**config.mk**
```make
export PLATFORM = sky130hd
export DESIGN_NAME = host_write_credit_tracker
export DESIGN_NICKNAME = d
export VERILOG_FILES = /design/src/rtl/host_write_credit_pkg.sv /design/src/rtl/host_wr_burst_counter.sv /design/src/rtl/host_write_credit_tracker.sv
export SDC_FILE = /design/constraint.sdc
export NUM_CORES = 1
export LEC_CHECK = 0
export BUFFER_PORTS_ARGS = -buffer_cell sky130_fd_sc_hd__buf_4
export CAP_MARGIN = 0
export CORE_AREA = 2 2 498 500
export CTS_CLUSTER_DIAMETER = 50
export DETAILED_ROUTE_END_ITERATION = 12
export DIE_AREA = 0 0 500 502
export GPL_ROUTABILITY_DRIVEN = 0
export PLACE_DENSITY_LB_ADDON = 0.2
export SETUP_SLACK_MARGIN = 0.3
export SKIP_CTS_REPAIR_TIMING = 1
export SLEW_MARGIN = 40
export SYNTH_ARGS = -nofsm -noshare
export SYNTH_HDL_FRONTEND = slang
export SYNTH_SLANG_ARGS = --single-unit
```
**constraint.sdc**
```tcl
create_clock -name dma_clock_clk -period 3 [get_ports dma_clock_clk]
set_input_delay 0.75 -clock dma_clock_clk [delete_from_list [all_inputs] [get_ports dma_clock_clk]]
set_output_delay 0.75 -clock dma_clock_clk [all_outputs]
set_load 0.005 [all_outputs]
```
**src/rtl/host_write_credit_pkg.sv**
```systemverilog
// Shared constants and types for the host write credit tracker.
// Response codes, counter widths and the fence state encoding live here.
package host_write_credit_pkg;

  localparam logic [1:0] RESP_OKAY     = 2'b00;
  localparam logic [1:0] RESP_RESERVED = 2'b01;
  localparam logic [1:0] RESP_SLVERR   = 2'b10;
  localparam logic [1:0] RESP_DECERR   = 2'b11;

  localparam int OUTST_W = 8;
  localparam int ERR_W   = 16;
  localparam logic [ERR_W-1:0] ERR_MAX = 16'hFFFF;

  typedef enum logic [0:0] {
    FENCE_IDLE  = 1'b0,
    FENCE_DRAIN = 1'b1
  } fence_state_t;

  function automatic logic resp_is_err(input logic [1:0] resp);
    return (resp != RESP_OKAY);
  endfunction

endpackage

```
**src/rtl/host_wr_burst_counter.sv**
```systemverilog
// Beat tracker for AVMM write bursts: flags the first beat of a burst and
// reports whether a burst is still in progress now and after this cycle.
module host_wr_burst_counter #(
  parameter int BURST_W = 3
) (
  input  logic               clk,
  input  logic               rst,
  input  logic               beat_accept,
  input  logic [BURST_W-1:0] burstcount,
  output logic               first_beat,
  output logic               burst_busy,
  output logic               burst_busy_next
);

  logic [BURST_W-1:0] beat_cnt_r;
  logic [BURST_W-1:0] beat_cnt_s;
  logic [BURST_W-1:0] burst_len_s;

  // Next beat count: load remaining beats on a first beat, count down after.
  always_comb begin
    beat_cnt_s  = beat_cnt_r;
    burst_len_s = (burstcount == {BURST_W{1'b0}}) ? BURST_W'(1) : burstcount;
    if (beat_accept) begin
      if (beat_cnt_r == {BURST_W{1'b0}}) begin
        beat_cnt_s = burst_len_s - BURST_W'(1);
      end else begin
        beat_cnt_s = beat_cnt_r - BURST_W'(1);
      end
    end else begin
      beat_cnt_s = beat_cnt_r;
    end
  end

  // Remaining-beat register.
  always_ff @(posedge clk or posedge rst) begin
    if (rst) begin
      beat_cnt_r <= {BURST_W{1'b0}};
    end else begin
      beat_cnt_r <= beat_cnt_s;
    end
  end

  assign first_beat      = (beat_cnt_r == {BURST_W{1'b0}});
  assign burst_busy      = !first_beat;
  assign burst_busy_next = (beat_cnt_s != {BURST_W{1'b0}});

endmodule

```
**src/rtl/host_write_credit_tracker.sv**
```systemverilog
// Outstanding-burst credit tracker, error counter and write fence between the
// DMA host_write master and the host port. Optional error IRQ: HOST_WR_ERR_IRQ_EN.
module host_write_credit_tracker
  import host_write_credit_pkg::*;
#(
  parameter int MAX_OUTSTANDING = 64,
  parameter int ADDR_W          = 48,
  parameter int DATA_W          = 512,
  parameter int BURST_W         = 3
) (
  input  logic                  dma_clock_clk,
  input  logic                  reset_reset,
  input  logic [ADDR_W-1:0]     s_address,
  input  logic [DATA_W-1:0]     s_writedata,
  input  logic [DATA_W/8-1:0]   s_byteenable,
  input  logic [BURST_W-1:0]    s_burstcount,
  input  logic                  s_write,
  output logic                  s_waitrequest,
  output logic [1:0]            s_response,
  output logic                  s_writeresponsevalid,
  output logic [ADDR_W-1:0]     m_address,
  output logic [DATA_W-1:0]     m_writedata,
  output logic [DATA_W/8-1:0]   m_byteenable,
  output logic [BURST_W-1:0]    m_burstcount,
  output logic                  m_write,
  input  logic                  m_waitrequest,
  input  logic [1:0]            m_response,
  input  logic                  m_writeresponsevalid,
  input  logic                  fence_req,
  output logic                  fence_done,
`ifdef HOST_WR_ERR_IRQ_EN
  input  logic                  err_irq_clr,
  output logic                  err_irq,
`endif
  output logic [OUTST_W-1:0]    outstanding,
  output logic [ERR_W-1:0]      err_count,
  output logic                  protocol_err
);

  localparam logic [OUTST_W-1:0] MAX_OUT = OUTST_W'(MAX_OUTSTANDING);

  logic               first_beat_s;
  logic               burst_busy_s;
  logic               burst_busy_next_s;
  logic               stall_s;
  logic               beat_accept_s;
  logic               acquire_s;
  logic               release_s;
  logic               drained_s;
  logic [OUTST_W-1:0] outstanding_s;
  logic [OUTST_W-1:0] outstanding_r;
  logic [ERR_W-1:0]   err_count_r;
  logic               protocol_err_r;
  logic               fence_done_r;
  fence_state_t       fence_state_r;

  assign m_address            = s_address;
  assign m_writedata          = s_writedata;
  assign m_byteenable         = s_byteenable;
  assign m_burstcount         = s_burstcount;
  assign s_response           = m_response;
  assign s_writeresponsevalid = m_writeresponsevalid;

  // Only a burst boundary may be held back; beats inside a burst always flow.
  assign stall_s       = !burst_busy_s &&
                         ((outstanding_r == MAX_OUT) || (fence_state_r == FENCE_DRAIN));
  assign m_write       = s_write && !stall_s && !reset_reset;
  assign s_waitrequest = m_waitrequest || stall_s || reset_reset;
  assign beat_accept_s = s_write && !s_waitrequest;
  assign acquire_s     = beat_accept_s && first_beat_s;
  assign release_s     = m_writeresponsevalid;

  host_wr_burst_counter #(
    .BURST_W (BURST_W)
  ) u_burst_counter (
    .clk             (dma_clock_clk),
    .rst             (reset_reset),
    .beat_accept     (beat_accept_s),
    .burstcount      (s_burstcount),
    .first_beat      (first_beat_s),
    .burst_busy      (burst_busy_s),
    .burst_busy_next (burst_busy_next_s)
  );

  // Next outstanding count; a stray response never wraps below zero.
  always_comb begin
    outstanding_s = outstanding_r;
    case ({acquire_s, release_s})
      2'b10:   outstanding_s = outstanding_r + OUTST_W'(1);
      2'b01:   outstanding_s = (outstanding_r == OUTST_W'(0)) ? OUTST_W'(0)
                                                              : outstanding_r - OUTST_W'(1);
      default: outstanding_s = outstanding_r;
    endcase
  end

  assign drained_s = !burst_busy_next_s && (outstanding_s == OUTST_W'(0));

  // Credit, error and protocol-violation state.
  always_ff @(posedge dma_clock_clk or posedge reset_reset) begin
    if (reset_reset) begin
      outstanding_r  <= {OUTST_W{1'b0}};
      err_count_r    <= {ERR_W{1'b0}};
      protocol_err_r <= 1'b0;
    end else begin
      outstanding_r <= outstanding_s;
      if (release_s && resp_is_err(m_response) && (err_count_r != ERR_MAX)) begin
        err_count_r <= err_count_r + ERR_W'(1);
      end
      if (release_s && (outstanding_r == OUTST_W'(0))) begin
        protocol_err_r <= 1'b1;
      end
    end
  end

  // Fence FSM: completes in the request cycle when nothing is in flight.
  always_ff @(posedge dma_clock_clk or posedge reset_reset) begin
    if (reset_reset) begin
      fence_state_r <= FENCE_IDLE;
      fence_done_r  <= 1'b0;
    end else begin
      case (fence_state_r)
        FENCE_IDLE: begin
          if (fence_req && drained_s) begin
            fence_done_r <= 1'b1;
          end else if (fence_req) begin
            fence_state_r <= FENCE_DRAIN;
            fence_done_r  <= 1'b0;
          end else begin
            fence_done_r <= 1'b0;
          end
        end
        FENCE_DRAIN: begin
          if (drained_s) begin
            fence_state_r <= FENCE_IDLE;
            fence_done_r  <= 1'b1;
          end else begin
            fence_done_r <= 1'b0;
          end
        end
        default: begin
          fence_state_r <= FENCE_IDLE;
          fence_done_r  <= 1'b0;
        end
      endcase
    end
  end

`ifdef HOST_WR_ERR_IRQ_EN
  logic err_irq_r;

  // Error interrupt: a new error wins over a coincident clear.
  always_ff @(posedge dma_clock_clk or posedge reset_reset) begin
    if (reset_reset) begin
      err_irq_r <= 1'b0;
    end else if (release_s && resp_is_err(m_response)) begin
      err_irq_r <= 1'b1;
    end else if (err_irq_clr) begin
      err_irq_r <= 1'b0;
    end
  end

  assign err_irq = err_irq_r;
`endif

  assign outstanding  = outstanding_r;
  assign err_count    = err_count_r;
  assign protocol_err = protocol_err_r;
  assign fence_done   = fence_done_r;

endmodule
```
==> impl_metrics.yaml, run 1 <==
status:
  outcome: "finished clean"
yosys:
  yosysTopAreaCell: "buf_4"
  yosys-top-cells-area: "buf_4 72%, dfrtp_1 11%, xnor2_1 1.6%"
  yosys.area.top_type_share: 0.720
  syn_avg_cell_area_um2: 7.99
  synth_edf_count: 0
  synth_ff_type: "dfrtp_1"
  syn_inst: 826
  ys_ff_latch: 30
  ys_warn_count: 0
  synth.distinct_cells: 52
  syn-cell-area_um2: 6600
  syn_nets: 1468
  async_flop_share: 1.00
  ys_seq_area_frac: 0.114
global_route:
  grt_pass1_wl_um: 134000
  grt_max_degree: 18
  grt_antenna_before_repair: 2
  grt_pass1_vias: 3299
  track_usage: 0.0959
  gr-total-overflow: 0
die:
  io_pins: 1293
  core_area_um2: 245000
  start_util: 0.0269
  die_h_um: 502
  rows: 182
  die_area_um2: 251000
  die_w_um: 500
clocking:
  clk_path_buf_depth: 2
  clk_pin_slew_ns: 0.06
  cts.sinks: 30
  cts_tree: "done"
  htree_num_levels: 2
  numCtsBuffers: 5
  clockRootBuffer: "clkbuf_16"
  insertion_delay_ns: 0.31
setup_path:
  r2r-start: "outstanding[0]"
  critPathKind: "register to register"
  end_kind: "register"
  critPathArrivalTime_ns: 3.15
  worstSetupStartpointType: "register"
  cp-startpoint: "outstanding[0]"
  critPathMaxFanout: 7
  required_ns: 3.24
drt:
  dr.pass1.iters: 4
  drtIter0Drc: 170
  vias: 3229
  wire_per_inst_um: 36.0
  postRouteAntennaNets: 0
  vias_per_cell: 0.921
  totalWireLength_um: 126000
  drc: 0
finish:
  nNetsFinal: 926
  nFillCells: 29100
  drive_above_1_share: 0.467
  area_growth_pct: 3.94
power:
  p_per_area_nw_per_um2: 415
  power.total_mw: 2.84
  p_leak_nw: 1.30
  vdd_drop_max_mv: 0.199
worst_hold_path:
  min-delay-start: "protocol_err"
  min_path_type: "register to register"
timing:
  period_share: 0.969
  final.setup_skew_ns: 0.00730
  rsz0062_at_grt: "true"
  layout_min_cycle_time_ns: 2.91
  slew_violations: 0
  fmax_mhz: 344
  slew_headroom: 0.499
  hold_viol: 0
  setup_violations: 0
  tightest_slew_ns: 0.747
  setup_slack_ns: 0.0938
placed_design:
  place_ws_ns: -0.225
  port_buffers: 44
  dp.final_hpwl_um: 122000
run:
  drv_cap: 0
[routing by layer]
metal	wire length [um]	GRT usage	share of wire
met1	8370	0.0178	0.066
met2	50900	0.134	0.40
met3	60000	0.214	0.47
met4	6940	0.0508	0.055
met5	139	0.00424	0.0011
[synth_stat cells (2+ instances only)]
library cell,n
and4_1,5
nand4_1,8
nor3_1,4
nor2_1,18
nand2b_1,3
ha_1,7
nor4_1,3
nand2_1,15
a31oi_1,4
xor2_1,3
and3_1,3
buf_2,3
inv_1,7
and2_1,2
dfrtp_1,30
mux2_1,2
nand3_1,7
mux2i_1,2
a21oi_1,8
o21ai_0,8
o21bai_1,2
xnor2_1,12
buf_4,633
o211ai_1,2
nor3b_1,3
or3_1,3
clkbuf_1,4
[power by group]
part / internal, mW / total [mW] / switching, mW
logic: 0.732 / 1.65 / 0.918
clock network: 0.329 / 0.541 / 0.213
registers: 0.530 / 0.653 / 0.123
[stage by stage]
step	std cells	hold WS, ns	instance area, um^2	setup TNS (ns)	util
global placement	3491	0.492	6510	-0.486	0.0265
global route	3506	0.517	6860	-0.195	0.0280
finish	3507	0.500	6860	0	0.0280
detailed placement	3491	0.500	6510	-0.423	0.0265
CTS	3499	0.508	6660	-0.336	0.0272
floorplan	826	0.468	6640	0	-
[critical path, stage by stage (launching register included)]
cell and delay (ns):
dfrtp_2 0.36, inv_2 0.05, ha_4 0.15, nor4b_4 0.12, buf_4 0.15, a31oi_4 0.20
o211ai_4 0.11, nor2_4 0.12, inv_2 0.06, ha_4 0.33, buf_6 0.16, nor4_4 0.04
a32o_1 0.25, a211o_1 0.33, nor3_4 0.21, and4b_1 0.20
[logic make-up after synthesis]
logic type | Yosys count | synth area share
compound gates | 38 | 0.0423
xor+xnor | 15 | 0.0199
fa+ha+maj | 7 | 0.0133
buf+inv | 648 | 0.731
flops | 30 | 0.114
mux | 4 | 0.00645
simple gates | 84 | 0.0738
[registers in the layout, summed over array words and instances (netlist names)]
| signal | count |
|---|---|
| err_count | 16 |
| outstanding | 8 |
| u_burst_counter.beat_cnt_r | 3 |
| fence_done | 1 |
| fence_state_r | 1 |
| protocol_err | 1 |
[final timing paths]
check | endpoint | slack, ns | depth (start not counted)
max | fence_done | 0.09 | 15
min | protocol_err | 0.50 | 1
max reg2reg | fence_done | 0.09 | 15
min reg2reg | protocol_err | 0.50 | 1
max in group asynchronous | err_count[12] | 1.84 | 4
min in group asynchronous | protocol_err | 0.62 | 3
[layout make-up]
class,instances,area (um^2),share of cell area
Tap cell,3220,4030,0.587
Inverter,7,26.3,0.00383
Clock inverter,2,12.5,0.00182
Multi-Input combinational cell,148,1190,0.174
Sequential cell,30,753,0.110
Clock buffer,6,139,0.0203
Timing Repair Buffer,92,702,0.102
Antenna cell,2,5.00,0.000730
[placed cells by master (no fill, tap or decap), drive strengths merged, types with 4 or more instances in the layout]
cell type  instances
a21oi              9
a31oi              5
and4               5
buf               92
clkbuf             6
dfrtp             30
ha                 7
inv                6
nand2             16
nand3              7
nand4              8
nor2              19
nor3               4
nor4               4
o21ai              8
xnor2             12
(Power assumes the default switching activity.)
==> inputs of run 2 (changes only) <==
PLACE_DENSITY = 0.3   (was default)
PLACE_DENSITY_LB_ADDON = default   (was 0.2)
REMOVE_ABC_BUFFERS = 1   (was default)
==> run 2 against run 1 <==
  * Core utilization is 0.063 points lower
  * Clock-buffer cell count is 1 lower
  * Fmax is 1.4% higher
  * Hold slack hardly changed
  * Die area stayed put
  * Global-route usage is 24 points higher
  * Critical path depth stayed put
  * Highest routed layer unchanged
==> impl_metrics.yaml, run 2 (synthesis gave the netlist of run 1 again) <==
setup_path:
  cp_top_family: "simple AND/OR/NAND/NOR gates"
  end_kind: "register"
  path_cells: "inv_2 > ha_4 > nor4b_4 > a31oi_4 > o211ai_4 > nor2_2 > inv_2 > ha_4 > buf_12 > nand2b_1 > nor3b_1 > a32oi_1 > nand2_2 > a2111oi_4 > and4b_1"
  required_ns: 3.22
  critPathBufInv: 3
  critPathMaxFanout: 10
  critPathArrivalTime_ns: 3.08
  slowest_delay_ns: 0.38
  worst_path_max_delay_cell: "dfrtp_1"
  critPathKind: "register to register"
  worstSetupStartpointType: "register"
power:
  p_int_mw: 1.50
  p_seq_frac: 0.228
  p_per_area_nw_per_um2: 427
  power.total_mw: 2.87
  p_leak_nw: 1.24
  vdd_drop_max_mv: 0.206
  pwr-share-comb: 0.601
  p_switching_mw: 1.37
  clockPowerShare: 0.172
  switching_share: 0.478
clocking:
  numCtsBuffers: 5
  insertion_delay_ns: 0.28
  htree_num_levels: 2
  clk_pin_slew_ns: 0.05
  cts.sinks: 30
  cts_tree: "done"
  clockRootBuffer: "clkbuf_16"
  clk_path_buf_depth: 2
timing:
  setup_violations: 0
  hold_viol: 0
  period_share: 0.956
  fmax_mhz: 349
  final.setup_skew_ns: 0.00672
  slew_violations: 0
  layout_min_cycle_time_ns: 2.87
  tightest_slew_ns: 0.745
  slew_headroom: 0.499
  rsz0062_at_grt: "true"
finish:
  n_antenna_cell: 0
  area_growth_pct: 1.59
  nFillCells: 29100
  drive_above_1_share: 0.415
  final_common_cell: "buf_4"
  final_util: 0.0273
  nNetsFinal: 914
  mostFrequentLayoutCells: "78 x buf_4, 30 x dfrtp_1, 16 x nor2_1"
  largest_reg_flops: 16
status:
  outcome: "finished clean"
drt:
  dr.pass1.iters: 4
  vias_per_cell: 1.79
  wire_per_inst_um: 123
  vias: 6256
  drc: 0
  totalWireLength_um: 431000
  postRouteAntennaNets: 0
  drtIter0Drc: 1196
global_route:
  grt_pass1_vias: 3896
  grt_max_degree: 31
  grt_pass1_wl_um: 439000
  grt_antenna_before_repair: 2
  track_usage: 0.332
  gr-total-overflow: 0
placed_design:
  port_buffers: 44
  dp.final_hpwl_um: 427000
die:
  die_w_um: 500
  rows: 182
  core_area_um2: 245000
  die_h_um: 502
  start_util: 0.0269
  io_pins: 1293
  die_area_um2: 251000
run:
  drv_cap: 0
worst_hold_path:
  min_path_type: "register to register"
-- run 2: final timing paths --
check	to	slack (ns)	depth (start not counted)	from
max	fence_done	0.13	15	outstanding[1]
min	err_count[5]	0.50	1	err_count[5]
max reg2reg	fence_done	0.13	15	outstanding[1]
min reg2reg	err_count[5]	0.50	1	err_count[5]
max in group asynchronous	u_burst_counter.beat_cnt_r[2]	1.97	4	reset_reset
min in group asynchronous	outstanding[5]	0.70	4	reset_reset
-- run 2: per-layer routing --
layer,track usage,wire (um)
met5,0.360,12400
met4,0.284,47800
met3,0.477,129000
met2,0.601,217000
met1,0.0480,25500
-- run 2: power groups by stage --
stage | clock network, mW | registers, mW | logic (mW)
floorplan | 0 | 0.713 | 0.524
global placement | 0 | 0.652 | 1.61
detailed placement | 0 | 0.652 | 1.58
CTS | 0.504 | 0.648 | 1.59
global route | 0.520 | 0.673 | 1.79
finish | 0.492 | 0.652 | 1.72
-- run 2: metrics by stage --
| stage | cells | area [um^2] | setup WS [ns] | TNS (ns) | hold WS, ns |
|---|---|---|---|---|---|
| floorplan | 185 | 1800 | -0.125 | -0.217 | 0.468 |
| global placement | 3480 | 6400 | -0.150 | -0.269 | 0.495 |
| detailed placement | 3480 | 6400 | -0.124 | -0.214 | 0.494 |
| CTS | 3487 | 6530 | -0.141 | -0.246 | 0.508 |
| global route | 3492 | 6700 | -0.00676 | -0.00676 | 0.518 |
| finish | 3492 | 6700 | 0.133 | 0 | 0.500 |
-- run 2: final cells by class --
| type | instances | area [um^2] | area share |
|---|---|---|---|
| tap | 3220 | 4030 | 0.601 |
| multi-input combinational | 148 | 1140 | 0.171 |
| sequential | 30 | 751 | 0.112 |
| timing repair buffer | 80 | 617 | 0.0920 |
| clock buffer | 5 | 125 | 0.0187 |
| inverter | 7 | 26.3 | 0.00392 |
| clock inverter | 2 | 10.0 | 0.00149 |
==> inputs of run 3 (changes only) <==
CORE_AREA = 2 2 503 505   (was 2 2 498 500)
DIE_AREA = 0 0 505 507   (was 0 0 500 502)
clock period = 3.05 ns   (was 3 ns; I/O delays follow)
==> run 3 against run 2 <==
  * Global-route usage is 0.85 points lower
  * Critical path type unchanged
  * Core utilization barely moved
  * Clock skew up 0.0018 ns
  * Register-to-register slack better by 0.03 ns
  * Hold slack got worse by 0.0046 ns
  * Cell area rose by 2.2%
  * Largest power group unchanged
  * Clock power rose by 8.3%
  * Clock-buffer cell count increased by 1
  * Die area is 2.0% higher
  * Sequential share of layout area fell by 0.25 points
  * Via count down 1.8%
  * Fmax shrank 0.63%
==> impl_metrics.yaml, run 3 (synthesis gave the netlist of run 1 again) <==
status:
  outcome: "finished clean"
global_route:
  track_usage: 0.324
  grt_busiest_layer: "met2"
  grt_max_degree: 31
  grt_use_met2: 0.586
  grt_util_met3: 0.476
  grt_pass1_wl_um: 438000
  met1_usage: 0.0447
  gr-total-overflow: 0
  grt_pass1_vias: 3832
  grt_antenna_before_repair: 1
power:
  power.total_mw: 2.64
  p_per_area_nw_per_um2: 386
  p_leak_nw: 1.24
  vdd_drop_max_mv: 0.209
die:
  die_w_um: 505
  start_util: 0.0263
  die_area_um2: 256000
  die_h_um: 507
  core_area_um2: 250000
  io_pins: 1293
  rows: 184
setup_path:
  worst_path_max_delay_cell: "dfrtp_1"
  path_cells: "inv_2 > ha_4 > nor4b_4 > a31oi_4 > o211ai_4 > nor2_2 > inv_2 > ha_4 > buf_6 > nor4_1 > a32o_1 > a211o_1 > nor3_4 > and4b_1"
  critPathMaxFanout: 8
  critPathArrivalTime_ns: 3.12
  required_ns: 3.28
  worstSetupStartpointType: "register"
  slowest_delay_ns: 0.38
  critPathKind: "register to register"
  end_kind: "register"
clocking:
  cts.sinks: 30
  insertion_delay_ns: 0.29
  clockRootBuffer: "clkbuf_16"
  numCtsBuffers: 5
  clk_path_buf_depth: 2
  htree_num_levels: 2
  clk_pin_slew_ns: 0.06
  cts_tree: "done"
finish:
  final_cell_area_um2: 6850
  largest_reg_flops: 16
  nFillCells: 30100
  fin_cells: 3621
  mostFrequentLayoutCells: "76 x buf_4, 30 x dfrtp_1, 17 x nor2_1"
  register_area_um2: 751
  final_util: 0.0274
  area_growth_pct: 3.87
  multiInputGateArea_um2: 1130
  nNetsFinal: 913
  final_common_cell: "buf_4"
  drive_above_1_share: 0.404
timing:
  period_share: 0.946
  final.setup_skew_ns: 0.00852
  slew_headroom: 0.615
  fmax_mhz: 347
  slew_violations: 0
  rsz0062_at_grt: "true"
  holdWs_ns: 0.495
  tightest_slew_ns: 0.573
  hold_viol: 0
  setup_violations: 0
  layout_min_cycle_time_ns: 2.89
placed_design:
  dp.cells: 3607
  dp.final_hpwl_um: 424000
  placed_cell_area_um2: 6550
  port_buffers: 44
drt:
  vias: 6143
  wire_per_inst_um: 118
  postRouteAntennaNets: 0
  vias_per_cell: 1.70
  drtIter0Drc: 1064
  totalWireLength_um: 428000
  drc: 0
  dr.pass1.iters: 4
run:
  drv_cap: 0
worst_hold_path:
  min_path_type: "register to register"
[run 3: metal layers]
layer	share of wire	wire length (um)
met2	0.50	216000
met1	0.056	23900
met5	0.026	11100
met3	0.31	131000
met4	0.11	45900
[run 3: area by class of cell]
type,instances,share of cell area
repair buffers,79,0.0882
multi-input cells,148,0.165
clock inverters,2,0.00183
clock buffers,6,0.0203
inverters,7,0.00383
flip-flops and latches,30,0.110
well taps,3348,0.611
diodes,1,0.000365
[run 3: critical path: cells and delay by family (launching register included)]
| kind | cells | cell delay, ns |
|---|---|---|
| buf+inv | 3 | 0.28 |
| simple gates | 5 | 0.86 |
| fa+ha+maj | 2 | 0.29 |
| compound gates | 4 | 1.00 |
| flops | 1 | 0.38 |
[run 3: worst paths after layout]
path                                start      endpoint  slack (ns)  depth (start not counted)
max                        outstanding[0]    fence_done        0.16                         14
min                          protocol_err  protocol_err        0.50                          1
max reg2reg                outstanding[0]    fence_done        0.16                         14
min reg2reg                  protocol_err  protocol_err        0.50                          1
max in group asynchronous     reset_reset  err_count[4]        2.01                          4
min in group asynchronous     reset_reset    fence_done        0.71                          4
[run 3: per-stage QoR]
step / setup slack [ns] / setup TNS (ns)
after floorplan: -0.0747 / -0.117
after global placement: -0.0997 / -0.165
after detailed placement: -0.0659 / -0.0915
after CTS: -0.0320 / -0.0320
after global routing: 0.00800 / 0
final: 0.164 / 0
[run 3: power by group]
group | internal (mW) | total, mW | switching (mW)
combinational | 0.648 | 1.47 | 0.818
sequential | 0.520 | 0.643 | 0.123
clock | 0.324 | 0.533 | 0.209
total | 1.49 | 2.64 | 1.15
